<file path="config.mk">
export PLATFORM = sky130hd
export DESIGN_NAME = sdram_wr_burst_ctrl
export DESIGN_NICKNAME = d
export VERILOG_FILES = /design/src/rtl/sdram_pkg.sv /design/src/rtl/sdram_wr_addr_gen.sv /design/src/rtl/sdram_wr_burst_ctrl.sv
export SDC_FILE = /design/constraint.sdc
export NUM_CORES = 1
export LEC_CHECK = 0
export CORE_AREA = 2 2 70 72
export CTS_BUF_LIST = sky130_fd_sc_hd__clkbuf_4 sky130_fd_sc_hd__clkbuf_8
export DETAILED_ROUTE_END_ITERATION = 6
export DIE_AREA = 0 0 72 74
export PLACE_DENSITY = 0.73
export SLEW_MARGIN = 25
export SYNTH_ARGS = -nofsm -noshare
export SYNTH_HDL_FRONTEND = slang
export SYNTH_SLANG_ARGS = --single-unit
</file>
<file path="constraint.sdc">
create_clock -name clk -period 1.5 [get_ports clk]
set_input_delay 0.225 -clock clk [delete_from_list [all_inputs] [get_ports clk]]
set_output_delay 0.225 -clock clk [all_outputs]
set_load 0.02 [all_outputs]
</file>
<file path="src/rtl/sdram_pkg.sv">
// -----------------------------------------------------------------------------
// sdram_pkg
//
// Shared definitions for the SDRAM write-burst path.
//   - Default widths and burst length used by the write-path modules.
//   - FSM state encoding for the write-burst controller.
//   - cnt_width(): width of the pop/beat counters for a given burst length.
//     The width is clog2(burst_len)+1, so a counter can hold the value
//     burst_len itself without wrapping, even at the maximum length of 256.
// -----------------------------------------------------------------------------
package sdram_pkg;

    localparam int DEF_FIFO_WIDTH    = 16;
    localparam int DEF_POINTER_WIDTH = 9;
    localparam int DEF_BURST_LEN     = 8;
    localparam int DEF_ADDR_WIDTH    = 22;

    typedef enum logic [1:0] {
        S_IDLE = 2'd0,
        S_REQ  = 2'd1,
        S_XFER = 2'd2,
        S_WAIT = 2'd3
    } wr_state_e;

    function automatic int cnt_width(input int burst_len);
        return $clog2(burst_len) + 1;
    endfunction

endpackage

</file>
<file path="src/rtl/sdram_wr_addr_gen.sv">
// -----------------------------------------------------------------------------
// sdram_wr_addr_gen
//
// Holds the linear start address of the current/next SDRAM write burst.
// On each advance strobe the address moves forward by one burst; when the
// burst that just completed started at END_ADDR, the address wraps back to
// BASE_ADDR instead.
//
// Ports:
//   clk      in   SDRAM clock
//   rst      in   asynchronous, active-high reset (address -> BASE_ADDR)
//   advance  in   one-cycle strobe: the burst at wr_addr has completed
//   wr_addr  out  start address of the current/next burst
// -----------------------------------------------------------------------------
module sdram_wr_addr_gen
    import sdram_pkg::*;
#(
    parameter int                    ADDR_WIDTH = DEF_ADDR_WIDTH,
    parameter int                    BURST_LEN  = DEF_BURST_LEN,
    parameter logic [ADDR_WIDTH-1:0] BASE_ADDR  = '0,
    parameter logic [ADDR_WIDTH-1:0] END_ADDR   =
        ADDR_WIDTH'((64'd1 << ADDR_WIDTH) - 64'(BURST_LEN))
) (
    input  logic                  clk,
    input  logic                  rst,
    input  logic                  advance,
    output logic [ADDR_WIDTH-1:0] wr_addr
);

    localparam logic [ADDR_WIDTH-1:0] ADDR_STEP = ADDR_WIDTH'(BURST_LEN);

    // The wrap decision uses the address of the burst that just finished,
    // so END_ADDR itself is still used as a burst start before wrapping.
    always_ff @(posedge clk or posedge rst) begin
        if (rst) begin
            wr_addr <= BASE_ADDR;
        end else if (advance) begin
            if (wr_addr == END_ADDR) begin
                wr_addr <= BASE_ADDR;
            end else begin
                wr_addr <= wr_addr + ADDR_STEP;
            end
        end
    end

endmodule

</file>
<file path="src/rtl/sdram_wr_burst_ctrl.sv">
// -----------------------------------------------------------------------------
// sdram_wr_burst_ctrl
//
// Write-path stage between the write-side async FIFO (read port) and the
// SDRAM command engine, running in the SDRAM clock domain. Once a full burst
// is buffered in the FIFO it requests the command engine, pops exactly
// BURST_LEN words, streams them as wr_data/wr_data_valid beats with a fixed
// one-cycle latency from pop to beat, then waits for the engine to finish
// the burst before advancing the wrapping write address.
//
// Ports:
//   clk              in   SDRAM clock (also the FIFO read clock)
//   rst              in   asynchronous, active-high reset
//   init_done        in   SDRAM initialisation complete
//   fifo_data_count  in   FIFO read-side fill level (0..depth)
//   fifo_empty       in   FIFO empty
//   fifo_dout        in   FIFO read data, valid the cycle after a pop
//   fifo_ren         out  FIFO pop strobe
//   wr_req           out  burst request to the command arbiter
//   wr_grant         in   single-cycle grant pulse
//   wr_addr          out  burst start address, stable for the whole burst
//   wr_data          out  burst data word
//   wr_data_valid    out  one pulse per data beat
//   wr_done          in   single-cycle pulse: engine finished the burst
//   busy             out  high in every state except IDLE
//   underrun         out  sticky: FIFO ran empty mid-burst
// -----------------------------------------------------------------------------
module sdram_wr_burst_ctrl
    import sdram_pkg::*;
#(
    parameter int                    FIFO_WIDTH    = DEF_FIFO_WIDTH,
    parameter int                    POINTER_WIDTH = DEF_POINTER_WIDTH,
    parameter int                    BURST_LEN     = DEF_BURST_LEN,
    parameter int                    ADDR_WIDTH    = DEF_ADDR_WIDTH,
    parameter logic [ADDR_WIDTH-1:0] BASE_ADDR     = '0,
    parameter logic [ADDR_WIDTH-1:0] END_ADDR      =
        ADDR_WIDTH'((64'd1 << ADDR_WIDTH) - 64'(BURST_LEN))
) (
    input  logic                     clk,
    input  logic                     rst,
    input  logic                     init_done,
    input  logic [POINTER_WIDTH-1:0] fifo_data_count,
    input  logic                     fifo_empty,
    input  logic [FIFO_WIDTH-1:0]    fifo_dout,
    output logic                     fifo_ren,
    output logic                     wr_req,
    input  logic                     wr_grant,
    output logic [ADDR_WIDTH-1:0]    wr_addr,
    output logic [FIFO_WIDTH-1:0]    wr_data,
    output logic                     wr_data_valid,
    input  logic                     wr_done,
    output logic                     busy,
    output logic                     underrun
);

    localparam int                       CNT_W        = cnt_width(BURST_LEN);
    localparam logic [CNT_W-1:0]         BURST_CNT    = CNT_W'(BURST_LEN);
    localparam logic [CNT_W-1:0]         LAST_BEAT    = CNT_W'(BURST_LEN - 1);
    // BURST_LEN never exceeds the FIFO depth, so it fits in the count width;
    // a count equal to the depth (MSB set) compares correctly as unsigned.
    localparam logic [POINTER_WIDTH-1:0] BURST_THRESH = POINTER_WIDTH'(BURST_LEN);

    wr_state_e        state;
    wr_state_e        next_state;
    logic [CNT_W-1:0] pop_cnt;
    logic [CNT_W-1:0] beat_cnt;
    logic             addr_advance;

    // State register.
    always_ff @(posedge clk or posedge rst) begin
        if (rst) begin
            state <= S_IDLE;
        end else begin
            state <= next_state;
        end
    end

    // Next-state logic. XFER ends on the edge that retires the last beat,
    // so no beat is ever presented while in WAIT.
    always_comb begin
        next_state = state;
        case (state)
            S_IDLE: begin
                if (init_done && (fifo_data_count >= BURST_THRESH)) begin
                    next_state = S_REQ;
                end
            end
            S_REQ: begin
                if (wr_grant) begin
                    next_state = S_XFER;
                end
            end
            S_XFER: begin
                if (wr_data_valid && (beat_cnt == LAST_BEAT)) begin
                    next_state = S_WAIT;
                end
            end
            S_WAIT: begin
                if (wr_done) begin
                    next_state = S_IDLE;
                end
            end
            default: next_state = S_IDLE;
        endcase
    end

    // Output decode. The pop strobe is gated by fifo_empty so the FIFO is
    // never read while empty; a stall simply holds pop_cnt.
    always_comb begin
        fifo_ren = 1'b0;
        wr_req   = 1'b0;
        busy     = 1'b1;
        case (state)
            S_IDLE:  busy     = 1'b0;
            S_REQ:   wr_req   = 1'b1;
            S_XFER:  fifo_ren = (pop_cnt < BURST_CNT) && !fifo_empty;
            default: ;
        endcase
    end

    // Burst counters, beat qualifier and underrun flag. The counters are
    // cleared on the grant edge so each burst starts from zero; the beat
    // qualifier is the pop strobe delayed by exactly one cycle, matching the
    // FIFO read latency.
    always_ff @(posedge clk or posedge rst) begin
        if (rst) begin
            pop_cnt       <= '0;
            beat_cnt      <= '0;
            wr_data_valid <= 1'b0;
            underrun      <= 1'b0;
        end else begin
            wr_data_valid <= fifo_ren;
            if ((state == S_REQ) && wr_grant) begin
                pop_cnt  <= '0;
                beat_cnt <= '0;
            end else begin
                if (fifo_ren) begin
                    pop_cnt <= pop_cnt + 1'b1;
                end
                if (wr_data_valid) begin
                    beat_cnt <= beat_cnt + 1'b1;
                end
            end
            if ((state == S_XFER) && fifo_empty && (pop_cnt < BURST_CNT)) begin
                underrun <= 1'b1;
            end
        end
    end

    // The FIFO presents the popped word during the beat cycle, so the data
    // output passes it through while the beat is valid and is zero otherwise.
    assign wr_data = wr_data_valid ? fifo_dout : '0;

    assign addr_advance = (state == S_WAIT) && wr_done;

    sdram_wr_addr_gen #(
        .ADDR_WIDTH (ADDR_WIDTH),
        .BURST_LEN  (BURST_LEN),
        .BASE_ADDR  (BASE_ADDR),
        .END_ADDR   (END_ADDR)
    ) u_addr_gen (
        .clk     (clk),
        .rst     (rst),
        .advance (addr_advance),
        .wr_addr (wr_addr)
    );

endmodule

</file>
==> reports/results.tsv <==
metric	value	unit
Core ar.	4600	µm²
Setup TNS	-0.561	ns
maxcap violations	0	
FMAX	0.627	GHz
clock power share	18.0	%
via density per instance	4.89	
post-synth top area share	44.3	%
Crit Path Max Fanout	8	
failing checks	setup timing	
Worst Setup Start Kind	register	
largest family of logic cells by synthesized area	simple AND/OR/NAND/NOR gates	
Layout Area Growth over Synthesis	76.0	%
Leak	0.00149	µW
Main synth FF type	dfrtp_1	
ys async rst share	100	%
Psw	1410	µW
Gate power share	50.7	%
Post-Synth XOR/XNOR Area	7.51	%
endpoints failing hold	0	
synth cell count leaders	dfrtp_1 (31), and2_1 (18), nand2_1 (10), nor2_1 (10), o21ai_0 (9)	
CP arrival	1.82	ns
GR Overflow Total	0	
antenna violation net count after detailed routing	0	
required time of the worst setup path	1.72	ns
WL/cell	13.8	µm
Seq pwr share	31.3	%
Clk pin slew, worst setup/hold paths	0.07	ns
clock buffer depth	2	
Fill cells	361	
DRT Pass-1 Iters	4	
worst skew pair latency	0.29	ns
design area	3080	µm²
Synth Register Bits	31	
post-synthesis adder-cell area fraction	5.01	%
Die Height	74	µm
DRC viols	0	
final cell count without fillers	343	
Layout Skew	0.00672	ns
largest net degree at the start of global routing	32	
worst setup margin	-0.0953	ns
vias in the first global route	1565	
power density over cell area	1250	nW/µm²
Ys Warns	0	
GP Congestion	0.813	
pre-CTS setup slack	-0.461	ns
Pins Over Slew Limit	0	
Netlist Area Pre-Place	1750	µm²
reg2reg path depth	6	
Detailed Place HPWL	3.27	mm
Avg Inst Size Synth	10.2	µm²
die width	72	µm
crit path kind	reg -> reg	
post-synthesis mux area share	2.00	%
Area after DPL	2810	µm²
register area share after synthesis	44.3	%
# clock sinks	31	
Hold Crit Class	in -> async	
CP endpoint kind	register	
Synth Area in Compound Gates	9.66	%
Synth area leader	dfrtp_1	
period utilization	106	%
Post-CTS Hold Buffers	0	
global-route usage over all layers	17.2	%
Rows	25	
IO Count	74	
diode count	0	
Placed Cells	326	
count leader, synth	dfrtp_1	
DR iter-0 viols	47	
number of synthesized flops with an enable pin	0	
Mapped Cells	171	
final setup vio count	9	
top cells by area, synth	dfrtp_1 (44%), and2_1 (6.4%), ha_1 (5.0%)	
Peak supply drop	0.000777	V
Sw Ratio	36.5	%
TritonCTS clock tree	built	
Initial Util	38.0	%
unique cell type count in the Yosys netlist	46	
outcome	finished with violations	
drt total wl	4.73	mm
clock buffer count from CTS	5	
total number of vias	1676	
share of cells above drive strength 1	45.7	%
H-Tree Depth	2	
RSZ-0062 raised after global routing	yes	
port bufs	67	
Int Power	2450	µW
fin nets	326	
Clock Tree Root	clkbuf_8	
initial antenna violation count	0	
area of the die	5330	µm²
first-pass GRT wire length	7.13	mm
worst hold slack	0.310	ns
Final Critical Period	1.60	ns
Simple-Gate Fraction of Synth Area	26.6	%
-- power groups by stage --
stage          clock (µW)  combinational (µW)  sequential, µW
6_report              696                1960            1210
5_1_grt               749                2140            1230
4_1_cts               715                1860            1180
3_5_place_dp            0                1770            1200
3_3_place_gp            0                1720            1190
2_1_floorplan           0                 832            1280
-- path summary, 6_finish.rpt --
| kind | startpoint | endpoint | slack (ns) |
|---|---|---|---|
| max | u_addr_gen.wr_addr[3] | u_addr_gen.wr_addr[21] | -0.1 |
| min reg2reg | underrun | underrun | 0.47 |
| min in group clk | underrun | underrun | 0.47 |
| max reg2reg | u_addr_gen.wr_addr[3] | u_addr_gen.wr_addr[21] | -0.1 |
| max in group asynchronous | rst | u_addr_gen.wr_addr[6] | 0.87 |
| min | rst | u_addr_gen.wr_addr[18] | 0.31 |
-- metrics by stage --
step | util [%] | power [µW]
6_report | 66.9 | 3860
5_1_grt | 66.9 | 4110
4_1_cts | 65.1 | 3750
3_5_place_dp | 61.1 | 2960
3_3_place_gp | 61.1 | 2910
2_1_floorplan | - | 2110
-- logic make-up after synthesis --
group | Yosys count
and+or+nand+nor | 70
DFF | 31
AOI/OAI and AO/OA | 28
buffers and inverters | 16
xor gates and xnor gates | 15
adders and majority gates | 7
muxes | 3
other | 1
-- metal layers --
layer | track usage [%] | vias to the layer above | wire, µm
li1 | - | 827 | -
met1 | 19.8 | 776 | 1910
met2 | 30.0 | 62 | 2380
met3 | 5.96 | 11 | 359
met4 | 6.29 | 0 | 78
met5 | 0 | - | 0
-- registers in the layout (all words and copies together) (netlist names) --
signal	cells
beat_cnt	4
u_addr_gen.wr_addr	19
underrun	1
state	2
pop_cnt	4
wr_data_valid	1
-- repair_timing --
action,4_1_cts,5_1_grt
buffers inserted,3,7
gates resized for setup,87,44
endpoints found under the setup margin,49,40
pin swaps,8,13
-- area by class of cell --
cell class / instances / area [µm²] / share of cell area, %
inverter: 8 / 30.0 / 0.976
clock inverter: 1 / 5.00 / 0.163
timing repair buffer: 116 / 978 / 31.8
sequential: 31 / 792 / 25.7
tap: 54 / 67.6 / 2.20
multi-input combinational: 126 / 1110 / 36.2
clock buffer: 7 / 90.1 / 2.93
-- critical path, stage by stage, from the launching register on --
cell	delay (ns)
dfrtp_2	0.39
buf_12	0.11
ha_4	0.12
and3_4	0.20
nand4_4	0.12
or4_4	0.45
a21oi_2	0.14
-- layout by cell type, fill, tap and decap left out, types with 2 or more instances in the layout --
| master | instances |
|---|---|
| inv_2 | 2 |
| or3_1 | 2 |
| clkdlybuf4s50_1 | 24 |
| a21oi_1 | 5 |
| clkdlybuf4s15_2 | 2 |
| mux2i_1 | 2 |
| nor2_1 | 9 |
| ha_4 | 4 |
| xnor2_2 | 2 |
| and2_1 | 17 |
| nand4_4 | 2 |
| nand2_1 | 10 |
| ha_1 | 2 |
| xnor2_1 | 6 |
| or4_4 | 3 |
| inv_1 | 6 |
| xor2_1 | 7 |
| buf_12 | 2 |
| nand4_1 | 4 |
| and4_4 | 2 |
| dlygate4sd2_1 | 22 |
| dfrtp_2 | 13 |
| o21ai_0 | 5 |
| clkbuf_8 | 6 |
| nand3_1 | 3 |
| clkbuf_2 | 16 |
| o21ai_1 | 3 |
| a21oi_2 | 4 |
| buf_6 | 6 |
| dfrtp_1 | 18 |
| buf_4 | 43 |
| nor3_4 | 2 |
| conb_1 | 3 |
| nand3_2 | 2 |
| a31oi_1 | 3 |
Note: power is estimated with default switching activity, not from simulation.
